--- src/rtl/axi_bridge_pkg.sv ---
// Shared constants, FSM state types and the request-type to AXI len/size mapping
// for the cache-to-AXI3 bridge.
package axi_bridge_pkg;

    localparam logic [2:0] TYPE_BYTE = 3'b000;
    localparam logic [2:0] TYPE_HALF = 3'b001;
    localparam logic [2:0] TYPE_WORD = 3'b010;
    localparam logic [2:0] TYPE_LINE = 3'b100;

    localparam logic [1:0] BURST_INCR = 2'b01;

    localparam logic [3:0] ID_INST = 4'd0;
    localparam logic [3:0] ID_DATA = 4'd1;

    typedef enum logic [1:0] {
        RD_IDLE,
        RD_AR,
        RD_R
    } rd_state_t;

    typedef enum logic [1:0] {
        WR_IDLE,
        WR_SEND,
        WR_B
    } wr_state_t;

    typedef struct packed {
        logic [7:0] len;
        logic [2:0] size;
    } len_size_t;

    // Line requests become a 4-beat word burst; everything else is one beat of its own size.
    function automatic len_size_t type_to_len_size(input logic [2:0] req_type);
        len_size_t ls;
        if (req_type == TYPE_LINE) begin
            ls.len  = 8'd3;
            ls.size = 3'd2;
        end else begin
            ls.len  = '0;
            ls.size = {1'b0, req_type[1:0]};
        end
        return ls;
    endfunction

endpackage

--- src/rtl/bridge_wr_buffer.sv ---
// Write-data buffer: latches the 128-bit line at acceptance and serves it as
// W beats word0..word3 (line) or a single strobed word.
module bridge_wr_buffer
    import axi_bridge_pkg::*;
(
    input  logic         clk,
    input  logic         reset,
    input  logic         load,
    input  logic [2:0]   load_type,
    input  logic [3:0]   load_wstrb,
    input  logic [127:0] load_data,
    input  logic         beat_fire,
    output logic [31:0]  wdata,
    output logic [3:0]   wstrb,
    output logic         wlast
);

    logic [127:0] line_q;
    logic         is_line;
    logic [3:0]   wstrb_q;
    logic [1:0]   beat;

    always_ff @(posedge clk or posedge reset) begin
        if (reset) begin
            line_q  <= '0;
            is_line <= 1'b0;
            wstrb_q <= '0;
            beat    <= '0;
        end else if (load) begin
            line_q  <= load_data;
            is_line <= (load_type == TYPE_LINE);
            wstrb_q <= load_wstrb;
            beat    <= '0;
        end else if (beat_fire) begin
            beat <= wlast ? 2'd0 : beat + 2'd1;
        end
    end

    always_comb begin
        wdata = line_q[31:0];
        case (beat)
            2'd0: wdata = line_q[31:0];
            2'd1: wdata = line_q[63:32];
            2'd2: wdata = line_q[95:64];
            2'd3: wdata = line_q[127:96];
            default: wdata = line_q[31:0];
        endcase
    end

    assign wstrb = is_line ? 4'hf : wstrb_q;
    assign wlast = is_line ? (beat == 2'd3) : 1'b1;

endmodule

--- src/rtl/cache_axi_bridge.sv ---
// Cache request/return interface to a single AXI3 master port; one read and one write in flight.
// Optional macro BRIDGE_RAW_LINE_CHECK_EN narrows the read-after-write block to the same cache line.
module cache_axi_bridge
    import axi_bridge_pkg::*;
(
    input  logic         clk,
    input  logic         reset,

    input  logic         inst_rd_req,
    input  logic [2:0]   inst_rd_type,
    input  logic [31:0]  inst_rd_addr,
    output logic         inst_rd_rdy,
    output logic         inst_ret_valid,
    output logic [1:0]   inst_ret_last,
    output logic [31:0]  inst_ret_data,

    input  logic         data_rd_req,
    input  logic [2:0]   data_rd_type,
    input  logic [31:0]  data_rd_addr,
    output logic         data_rd_rdy,
    output logic         data_ret_valid,
    output logic [1:0]   data_ret_last,
    output logic [31:0]  data_ret_data,

    input  logic         data_wr_req,
    input  logic [2:0]   data_wr_type,
    input  logic [31:0]  data_wr_addr,
    input  logic [3:0]   data_wr_wstrb,
    input  logic [127:0] data_wr_data,
    output logic         data_wr_rdy,

    output logic [3:0]   arid,
    output logic [31:0]  araddr,
    output logic [7:0]   arlen,
    output logic [2:0]   arsize,
    output logic [1:0]   arburst,
    output logic [1:0]   arlock,
    output logic [3:0]   arcache,
    output logic [2:0]   arprot,
    output logic         arvalid,
    input  logic         arready,

    input  logic [3:0]   rid,
    input  logic [31:0]  rdata,
    input  logic [1:0]   rresp,
    input  logic         rlast,
    input  logic         rvalid,
    output logic         rready,

    output logic [3:0]   awid,
    output logic [31:0]  awaddr,
    output logic [7:0]   awlen,
    output logic [2:0]   awsize,
    output logic [1:0]   awburst,
    output logic [1:0]   awlock,
    output logic [3:0]   awcache,
    output logic [2:0]   awprot,
    output logic         awvalid,
    input  logic         awready,

    output logic [3:0]   wid,
    output logic [31:0]  wdata,
    output logic [3:0]   wstrb,
    output logic         wlast,
    output logic         wvalid,
    input  logic         wready,

    input  logic [3:0]   bid,
    input  logic [1:0]   bresp,
    input  logic         bvalid,
    output logic         bready
);

    rd_state_t rd_state, rd_next;
    wr_state_t wr_state, wr_next;

    logic      raw_block;
    logic      rd_accept;
    logic      wr_accept;
    logic      aw_done, w_done;
    logic      aw_hs, w_last_hs;
    len_size_t rd_ls, wr_ls;

    logic unused_ok;
    assign unused_ok = ^{rresp, rid[3:1], bid, bresp};

    // ---------------- read-after-write hazard ----------------
`ifdef BRIDGE_RAW_LINE_CHECK_EN
    always_comb begin
        raw_block = ((wr_state != WR_IDLE) && (data_rd_addr[31:4] == awaddr[31:4]))
                 || (data_wr_req && (data_rd_addr[31:4] == data_wr_addr[31:4]));
    end
`else
    always_comb begin
        raw_block = (wr_state != WR_IDLE) || data_wr_req;
    end
`endif

    // ---------------- read arbitration ----------------
    always_comb begin
        data_rd_rdy = (rd_state == RD_IDLE) && data_rd_req && !raw_block && !reset;
        inst_rd_rdy = (rd_state == RD_IDLE) && inst_rd_req && !data_rd_rdy && !reset;
        rd_accept   = data_rd_rdy || inst_rd_rdy;
        rd_ls       = type_to_len_size(data_rd_rdy ? data_rd_type : inst_rd_type);
    end

    always_ff @(posedge clk or posedge reset) begin
        if (reset) begin
            arid   <= '0;
            araddr <= '0;
            arlen  <= '0;
            arsize <= '0;
        end else if (rd_accept) begin
            arid   <= data_rd_rdy ? ID_DATA : ID_INST;
            araddr <= data_rd_rdy ? data_rd_addr : inst_rd_addr;
            arlen  <= rd_ls.len;
            arsize <= rd_ls.size;
        end
    end

    // ---------------- read FSM ----------------
    always_ff @(posedge clk or posedge reset) begin
        if (reset) rd_state <= RD_IDLE;
        else       rd_state <= rd_next;
    end

    always_comb begin
        rd_next = rd_state;
        arvalid = 1'b0;
        rready  = 1'b0;
        case (rd_state)
            RD_IDLE: if (rd_accept) rd_next = RD_AR;
            RD_AR: begin
                arvalid = 1'b1;
                if (arready) rd_next = RD_R;
            end
            RD_R: begin
                rready = 1'b1;
                if (rvalid && rlast) rd_next = RD_IDLE;
            end
            default: rd_next = RD_IDLE;
        endcase
    end

    assign arburst = BURST_INCR;
    assign arlock  = '0;
    assign arcache = '0;
    assign arprot  = '0;

    // ---------------- read return routing ----------------
    assign inst_ret_valid = rvalid && rready && (rid[0] == ID_INST[0]);
    assign data_ret_valid = rvalid && rready && (rid[0] == ID_DATA[0]);
    assign inst_ret_last  = {1'b0, rlast};
    assign data_ret_last  = {1'b0, rlast};
    assign inst_ret_data  = rdata;
    assign data_ret_data  = rdata;

    // ---------------- write path ----------------
    assign data_wr_rdy = (wr_state == WR_IDLE) && !reset;
    assign wr_accept   = data_wr_rdy && data_wr_req;
    assign wr_ls       = type_to_len_size(data_wr_type);

    always_ff @(posedge clk or posedge reset) begin
        if (reset) begin
            awaddr <= '0;
            awlen  <= '0;
            awsize <= '0;
        end else if (wr_accept) begin
            awaddr <= data_wr_addr;
            awlen  <= wr_ls.len;
            awsize <= wr_ls.size;
        end
    end

    assign awvalid   = (wr_state == WR_SEND) && !aw_done;
    assign wvalid    = (wr_state == WR_SEND) && !w_done;
    assign aw_hs     = awvalid && awready;
    assign w_last_hs = wvalid && wready && wlast;
    assign bready    = (wr_state == WR_B);

    // AW and W-last may complete in either order; each is remembered until both are done.
    always_ff @(posedge clk or posedge reset) begin
        if (reset) begin
            aw_done <= 1'b0;
            w_done  <= 1'b0;
        end else if (wr_accept) begin
            aw_done <= 1'b0;
            w_done  <= 1'b0;
        end else begin
            if (aw_hs)     aw_done <= 1'b1;
            if (w_last_hs) w_done  <= 1'b1;
        end
    end

    always_ff @(posedge clk or posedge reset) begin
        if (reset) wr_state <= WR_IDLE;
        else       wr_state <= wr_next;
    end

    always_comb begin
        wr_next = wr_state;
        case (wr_state)
            WR_IDLE: if (data_wr_req) wr_next = WR_SEND;
            WR_SEND: if ((aw_done || aw_hs) && (w_done || w_last_hs)) wr_next = WR_B;
            WR_B:    if (bvalid) wr_next = WR_IDLE;
            default: wr_next = WR_IDLE;
        endcase
    end

    assign awid    = ID_DATA;
    assign wid     = ID_DATA;
    assign awburst = BURST_INCR;
    assign awlock  = '0;
    assign awcache = '0;
    assign awprot  = '0;

    bridge_wr_buffer u_wr_buffer (
        .clk        (clk),
        .reset      (reset),
        .load       (wr_accept),
        .load_type  (data_wr_type),
        .load_wstrb (data_wr_wstrb),
        .load_data  (data_wr_data),
        .beat_fire  (wvalid && wready),
        .wdata      (wdata),
        .wstrb      (wstrb),
        .wlast      (wlast)
    );

endmodule

--- config.mk ---
export PLATFORM = sky130hd
export DESIGN_NAME = cache_axi_bridge
export DESIGN_NICKNAME = d
export VERILOG_FILES = /design/src/rtl/axi_bridge_pkg.sv /design/src/rtl/bridge_wr_buffer.sv /design/src/rtl/cache_axi_bridge.sv
export SDC_FILE = /design/constraint.sdc
export NUM_CORES = 1
export LEC_CHECK = 0
export BUFFER_PORTS_ARGS = -buffer_cell sky130_fd_sc_hd__buf_2
export CAP_MARGIN = 5
export CELL_PAD_IN_SITES_DETAIL_PLACEMENT = 0
export CELL_PAD_IN_SITES_GLOBAL_PLACEMENT = 2
export CORE_AREA = 2 2 203 205
export CTS_BUF_LIST = sky130_fd_sc_hd__clkbuf_16
export CTS_CLUSTER_DIAMETER = 40
export DETAILED_ROUTE_END_ITERATION = 10
export DIE_AREA = 0 0 205 207
export PLACE_DENSITY_LB_ADDON = 0.2
export REMOVE_ABC_BUFFERS = 1
export SLEW_MARGIN = 20
export SYNTH_ARGS = -nofsm -noshare
export SYNTH_HDL_FRONTEND = slang
export SYNTH_SLANG_ARGS = --single-unit
--- constraint.sdc ---
create_clock -name clk -period 8.3 [get_ports clk]
set_input_delay 1.66 -clock clk [delete_from_list [all_inputs] [get_ports clk]]
set_output_delay 1.66 -clock clk [all_outputs]
set_load 0.01 [all_outputs]
# --- After elaboration in Yosys (flattened, before gate mapping) ---
# Cells that the tools add are included.
word_totals:
  regBits: 231
  output_inout_bits: 235
classes:
  addsub: 1
  eq_ne: 15
  n_mux: 25
  bitwise: 1
  reduce_logical: 36
ops:
  columns: ["cell", "count"]
  rows:
  - ["$pmux W32 S4", 1]
  - ["$mux W32", 1]
  - ["$logic_and A1 B1 Y1", 18]
  - ["$mux W2", 9]
  - ["$pmux W2 S3", 2]
  - ["$mux W5", 2]
  - ["$ne A2 B2 Y1 const B", 5]
  - ["$eq A2 B2 Y1 const B", 4]
  - ["$mux W1", 8]
  - ["$reduce_bool A2 Y1", 4]
  - ["$eq A2 B1 Y1 const B", 3]
  - ["$eq A3 B3 Y1 const B", 2]
  - ["$logic_not A2 Y1", 3]
  - ["$reduce_and A3 Y1", 2]
  - ["$logic_not A1 Y1", 5]
  - ["$logic_or A1 B1 Y1", 4]
  - ["$mux W4", 1]
  - ["$mux W3", 1]
  - ["$add A2 B1 Y2 const B", 1]
  - ["$ne A2 B1 Y1 const B", 1]
  - ["$not A1 Y1", 1]

# --- Logic depth before layout (Yosys ltp) ---
# Gate-level depths: netlist of the first run.
logic_depth:
  word_depth: 11
  depth_mapped: 7
  depth_no_buf: 5

# --- Modules after synthesis ---
# A second synthesis of the first run with hierarchy kept.
hier_totals:
  hier_cells: 845
  hier_area_um2: 10456.3
modules_own_cells:
  columns: ["mod", "n_inst", "cells_per_inst", "area_each_um2", "seq_area_each_um2"]
  rows:
  - ["bridge_wr_buffer", 1, 448, 6165.9, 3378.2]
  - ["cache_axi_bridge", 1, 397, 4290.4, 1926.8]

# --- Worst setup path after synthesis of the first run ---
# No wires, ideal clock.
synth_timing:
  path_type: "input-to-output"
  startpoint: "input data_wr_req"
  endpoint: "output data_rd_rdy"
  arrival_time_ps: 2449
  t_required_ps: 6640
  path_slack_ps: 4191
  stages: 5
  path_cell_list: "nor4b_4 -> nand2_2 -> inv_1 -> buf_4 -> buf_4"
synth_between:
  elab_chain_len: 4
synth_rtl:
  columns: ["item", "line_no", "rtl"]
  rows:
  - ["from (decl)", "cache_axi_bridge.sv:25", "input logic data_wr_req,"]
  - ["$logic_or A1 B1 Y1", "cache_axi_bridge.sv:95", "raw_block = (wr_state != WR_IDLE) || data_wr_req;"]
  - ["$logic_not A1 Y1", "cache_axi_bridge.sv:101", "data_rd_rdy = (rd_state == RD_IDLE) && data_rd_req && !raw_block && !reset;"]
  - ["$logic_and A1 B1 Y1 (2 in series)", "cache_axi_bridge.sv:101", null]
  - ["to (decl)", "cache_axi_bridge.sv:20", "output logic data_rd_rdy,"]
# No other way between the ends.

# --- Worst setup path in the final report of the first run ---
layout_timing:
  startpoint: "input reset"
  endpoint: "output data_rd_rdy"
layout_between:
  elab_chain_len: 2
layout_rtl:
  columns: ["item", "line_no", "rtl"]
  rows:
  - ["from (decl)", "cache_axi_bridge.sv:7", "input logic reset,"]
  - ["$logic_not A1 Y1 (no line)", null, null]
  - ["$logic_and A1 B1 Y1", "cache_axi_bridge.sv:101", null]
# No other way between the ends.

==> results.ini, run 1 <==
[setup_path]
path_max_fanout = 65
cp_slowest_cell = buf_4
slowest_delay_ns = 0.47
cp-start-kind = input port
cp-end-kind = output pin
worst_ep_arrival_time_ns = 3.21
crit_required_ns = 6.64
cp_top_family = buffers and inverters
cp_cell_sequence = buf_2, nor3_1, nand2_2, inv_1, buf_4, buf_2
crit_type = in2out
crit_buf_inv = 4
cp_common_cell = buf_2

[timing]
fin_skew_ns = 0.0134
finalCritPeriodShare_pct = 58.7
worst_slack_ns = 3.43
min_period_ns = 4.87
tns_ns = 0
tightest_slew_ns = 1.10
max_slew_margin_pct = 26.4
max_clock_freq_mhz = 205
drv_slew = 0
hold_viol = 0
rsz0062_at_grt = false
setup_viol = 0

[finish]
final_area_um2 = 13700
final_core_util_pct = 33.9
area_growth_pct = 30.3
fillerInstances = 4246
drive_gt1_share_pct = 50.5
nets = 1452

[cts]
post_cts_buffers = 0
htree_levels = 2
clk_latency_ns = 0.55
cts_root_buffer = clkbuf_16
cts_tree = yes
cts_buffer_depth = 3
cts_resized = 0
holdBufCountCts = 0
cts_buffers = 47
cts_num_sinks = 211
cts.reportedPaths.clkPinSlew_ns = 0.04

[die]
core_region_area_um2 = 40400
rows = 74
start_util_pct = 26.0
die_h_um = 207
die_w_um = 205
ios = 527
die_area_um2 = 42400

[yosys]
yosysSeqAreaShare_pct = 50.3
async_flop_share_pct = 100
synth_top_family_by_area = multiplexers
muxShareOfSynthArea_pct = 23.8
synth_xor_area_share_pct = 0
synth_top_area_share_pct = 50.3
synth.most_common_cell = dfrtp_1
synthTopCellsByCount = 211 x dfrtp_1, 121 x buf_4, 90 x mux2_4, 69 x o21ai_0, 67 x nand2_1
synth_edf_count = 0
syn_area_um2 = 10500
synth-simple-area-share_pct = 5.10
synth-seq-cells = 211
synth_compound_area_share_pct = 7.18
yosys.area.top_type = dfrtp_1
syn_inst = 849
synth.area.top_cells = dfrtp_1 50%, mux2_4 13%, buf_4 8.7%
synthAdderAreaFrac_pct = 0.477
synth_flop_cell = dfrtp_1
ys_types = 43
synth.avg_cell_area_um2 = 12.4
ys.warnings.count = 0

[detailed_routing]
first_pass_iters = 7
drt_iter0_markers = 356
drt-total-wl_um = 33500
viasPerCell = 4.29
ant_nets = 0
wire_per_inst_um = 19.4
drc = 0
num_vias = 7406

[placement]
place_congestion = 0.730
io_buffers = 370
placed_area_um2 = 12100
dp_hpwl_um = 22800
dpl_worst_slack_ns = 3.40

[grt]
grt_start_max_net_pins = 109
grtUsageTotal_pct = 15.5
antenna_found_initial = 6
grt_pass1_wl_um = 49300
grt_pass1_vias = 7741
globalRouteOverflowTotal = 0

[power_and_ir_drop]
power_w = 0.00537
p_leak_nw = 6.74
ir_drop_mv = 0.228
power_density_nw_per_um2 = 393

[outcome]
outcome = finished, final reports clean

[job]
maxCapViolations = 0

[min_path]
hold_class = reg2reg

-- cells by family after synthesis --
logic type	Yosys count
flops	211
buf+inv	206
mux	199
compound gates	114
simple gates	113
fa+ha+maj	4
other cells	2
-- layer usage --
metal  track usage, %  wire (um)  up-vias
met5             2.07         93        -
met4             5.93        955        6
met3             9.11       4330       76
met2             22.8      14700      367
met1             18.2      13500     3542
li1                 -          -     3415
-- report_power, final --
group | internal [W] | switching (W)
logic | 0.000882 | 0.000777
registers | 0.00155 | 0.000265
clock network | 0.00130 | 0.000598
total | 0.00373 | 0.00164
-- final timing paths --
kind / startpoint / endpoint / slack (ns) / depth (start not counted)
worst max-delay path: reset / data_rd_rdy / 3.43 / 6
worst min-delay path: u_wr_buffer.wstrb_q[1] / u_wr_buffer.wstrb_q[1] / 0.50 / 1
worst max register to register: wr_state[1] / u_wr_buffer.line_q[37] / 5.68 / 4
worst min register to register: u_wr_buffer.wstrb_q[1] / u_wr_buffer.wstrb_q[1] / 0.50 / 1
max in group asynchronous: reset / u_wr_buffer.line_q[41] / 5.68 / 3
min in group asynchronous: reset / awaddr[28] / 1.27 / 2
-- per-stage QoR --
stage	hold WS, ns	instances
after floorplan	0.472	730
after global placement	0.482	1639
after detailed placement	0.484	1639
after CTS	0.494	1723
after global routing	0.517	1724
final	0.496	1726
-- flip-flops by register name, summed over array words and instances, names as in the netlist --
name	flops
u_wr_buffer.line_q	128
araddr	32
awaddr	32
u_wr_buffer.wstrb_q	4
arsize	2
awsize	2
rd_state	2
u_wr_buffer.beat	2
wr_state	2
arid	1
arlen	1
aw_done	1
awlen	1
w_done	1
-- placed cells by master (no fill, tap or decap), types with 2 or more instances in the layout --
cell type,n
nor3b_1,3
nand2_1,67
dfrtp_1,211
nand2b_1,4
nor2_1,16
mux2i_1,65
or2_2,4
and2b_1,2
a222oi_1,32
bufinv_16,8
clkinv_4,2
inv_1,43
and3_1,2
buf_4,6
nor2b_1,3
clkinv_2,12
mux2_2,44
nor3_1,2
diode_2,3
clkinv_1,5
clkbuf_16,49
mux2_4,90
conb_1,49
a21oi_1,6
ha_2,4
clkinvlp_4,4
buf_2,370
o21ai_0,69
-- area by class of cell --
type	count	area (um2)	area share [%]
repair buffers	377	1920	14.0
well taps	532	666	4.87
clock buffers	49	1230	8.97
flip-flops and latches	211	5280	38.6
multi-input cells	479	4030	29.5
diodes	3	7.51	0.0549
clock inverters	35	382	2.79
inverters	40	158	1.15
-- worst register-to-register path, stage by stage (launching register included) --
cell	delay (ns)
dfrtp_1	0.49
nor3_2	0.21
and2_4	0.54
buf_4	0.82
mux2_4	0.43
(Power assumes the default switching activity.)
==> inputs of run 2 (changes only) <==
Settings changed: CORE_AREA 2 2 203 205 to unset, CORE_MARGIN set to 2, CORE_UTILIZATION set to 25, DIE_AREA 0 0 205 207 to unset.
Clock period 8.3 ns to 4.08 ns, I/O delays scaled along.
==> results.ini, run 2 (synthesized netlist as in run 1, its figures left out) <==
[cts]
htree_levels = 2
cts_num_sinks = 211
holdBufCountCts = 0
cts.reportedPaths.clkPinSlew_ns = 0.04
cts_tree = yes
clk_latency_ns = 0.55
post_cts_buffers = 0
cts_resized = 0
cts_root_buffer = clkbuf_16
cts_buffers = 50
cts_buffer_depth = 3

[min_path]
hold_class = in2reg

[setup_path]
crit_type = reg2out
cp_cell_sequence = inv_1, ha_2, buf_12, mux2i_1, buf_2
worst_ep_arrival_time_ns = 2.43
cp_slowest_cell = ha_2
path_max_fanout = 18
cp-start-kind = flop
slowest_delay_ns = 0.64
cp-end-kind = output pin
crit_required_ns = 3.26

[finish]
layout_common_cells = 370 x buf_2, 211 x dfrtp_1, 90 x mux2_4
fillerInstances = 4349
top_regs = u_wr_buffer.line_q x128, araddr x32, awaddr x32
area_growth_pct = 31.8
nets = 1465
final_area_um2 = 13800
largest_register = u_wr_buffer.line_q
largest_reg_flops = 128
drive_gt1_share_pct = 50.7
final_common_cell = buf_2

[placement]
placed_area_um2 = 12200
dp_hpwl_um = 23700
place_congestion = 0.741
io_buffers = 370

[timing]
min_period_ns = 3.25
drv_slew = 0
max_slew_margin_pct = 43.4
rsz0062_at_grt = false
hold_viol = 0
setup_viol = 0
max_clock_freq_mhz = 308
fin_skew_ns = 0.0220
finalCritPeriodShare_pct = 79.7
tightest_slew_ns = 0.848

[die]
core_region_area_um2 = 41700
start_util_pct = 25.2
rows = 75
die_w_um = 209
die_h_um = 209
ios = 527
die_area_um2 = 43600

[detailed_routing]
drt_iter0_markers = 392
drt-total-wl_um = 33600
viasPerCell = 4.23
num_vias = 7387
drc = 0
wire_per_inst_um = 19.2
ant_nets = 0
first_pass_iters = 5

[grt]
globalRouteOverflowTotal = 0
grt_pass1_wl_um = 50100
grt_pass1_vias = 7874
grtUsageTotal_pct = 15.3
grt_start_max_net_pins = 110
antenna_found_initial = 2

[power_and_ir_drop]
p_leak_nw = 6.84
power_density_nw_per_um2 = 795
ir_drop_mv = 0.348
sw_frac_of_total_pct = 30.9
p_clk_share_pct = 35.4
intPower_w = 0.00759
power_w = 0.0110
pwr-share-seq_pct = 33.6
combPwrFrac_pct = 31.0
power.switching_w = 0.00340

[outcome]
outcome = finished, final reports clean

[job]
maxCapViolations = 0

[run 2: path summary, 6_finish.rpt]
path                       slack, ns                    from  cells past startpoint                       to
hold / removal                  0.47        data_rd_addr[12]                      3               araddr[12]
hold reg to reg                 0.49  u_wr_buffer.wstrb_q[1]                      1   u_wr_buffer.wstrb_q[1]
max in group asynchronous       2.79                   reset                      3  u_wr_buffer.line_q[106]
min in group asynchronous       0.49                   reset                      2      u_wr_buffer.beat[1]
setup reg to reg                1.76             rd_state[0]                      5                araddr[4]
setup / recovery                0.83     u_wr_buffer.beat[0]                      5                wdata[12]
[run 2: power by group through the flow]
stage / logic (W) / clock network (W) / registers (W)
6_report: 0.00341 / 0.00390 / 0.00369
5_1_grt: 0.00372 / 0.00415 / 0.00383
4_1_cts: 0.00348 / 0.00403 / 0.00370
3_5_place_dp: 0.00346 / 0 / 0.00371
3_3_place_gp: 0.00345 / 0 / 0.00369
2_1_floorplan: 0.00220 / 0 / 0.00378
[run 2: layout make-up]
type,instances,area (um2),area share [%]
inverter,40,158,1.14
tap,539,674,4.88
clock buffer,51,1280,9.23
multi-input combinational,479,4030,29.2
timing repair buffer,387,2040,14.8
clock inverter,40,363,2.62
sequential,211,5280,38.2
antenna,1,2.50,0.0181
[run 2: critical path: cells and delay by family, from the launching register on]
kind       cells  cell delay, ns
fa+ha+maj      1            0.64
buf+inv        3            0.60
flops          1            0.42
mux            1            0.22
[run 2: through the flow]
step / std cells / setup slack (ns) / utilization [%] / TNS, ns / hold slack, ns
2_1_floorplan: 730 / -3.18 / - / -1053.34 / 0.472
3_3_place_gp: 1656 / 1.16 / 29.2 / 0 / 0.481
3_5_place_dp: 1656 / 1.15 / 29.2 / 0 / 0.487
4_1_cts: 1747 / 0.736 / 33.2 / 0 / 0.419
5_1_grt: 1747 / 0.671 / 33.2 / 0 / 0.445
6_report: 1748 / 0.829 / 33.2 / 0 / 0.466
[run 2: per-layer routing]
metal	up-vias	track usage [%]	part of all wire (%)
li1	3449	-	-
met1	3530	19.2	43
met2	337	22.4	43
met3	64	7.27	10
met4	7	5.59	2.6
met5	-	2.56	0.52
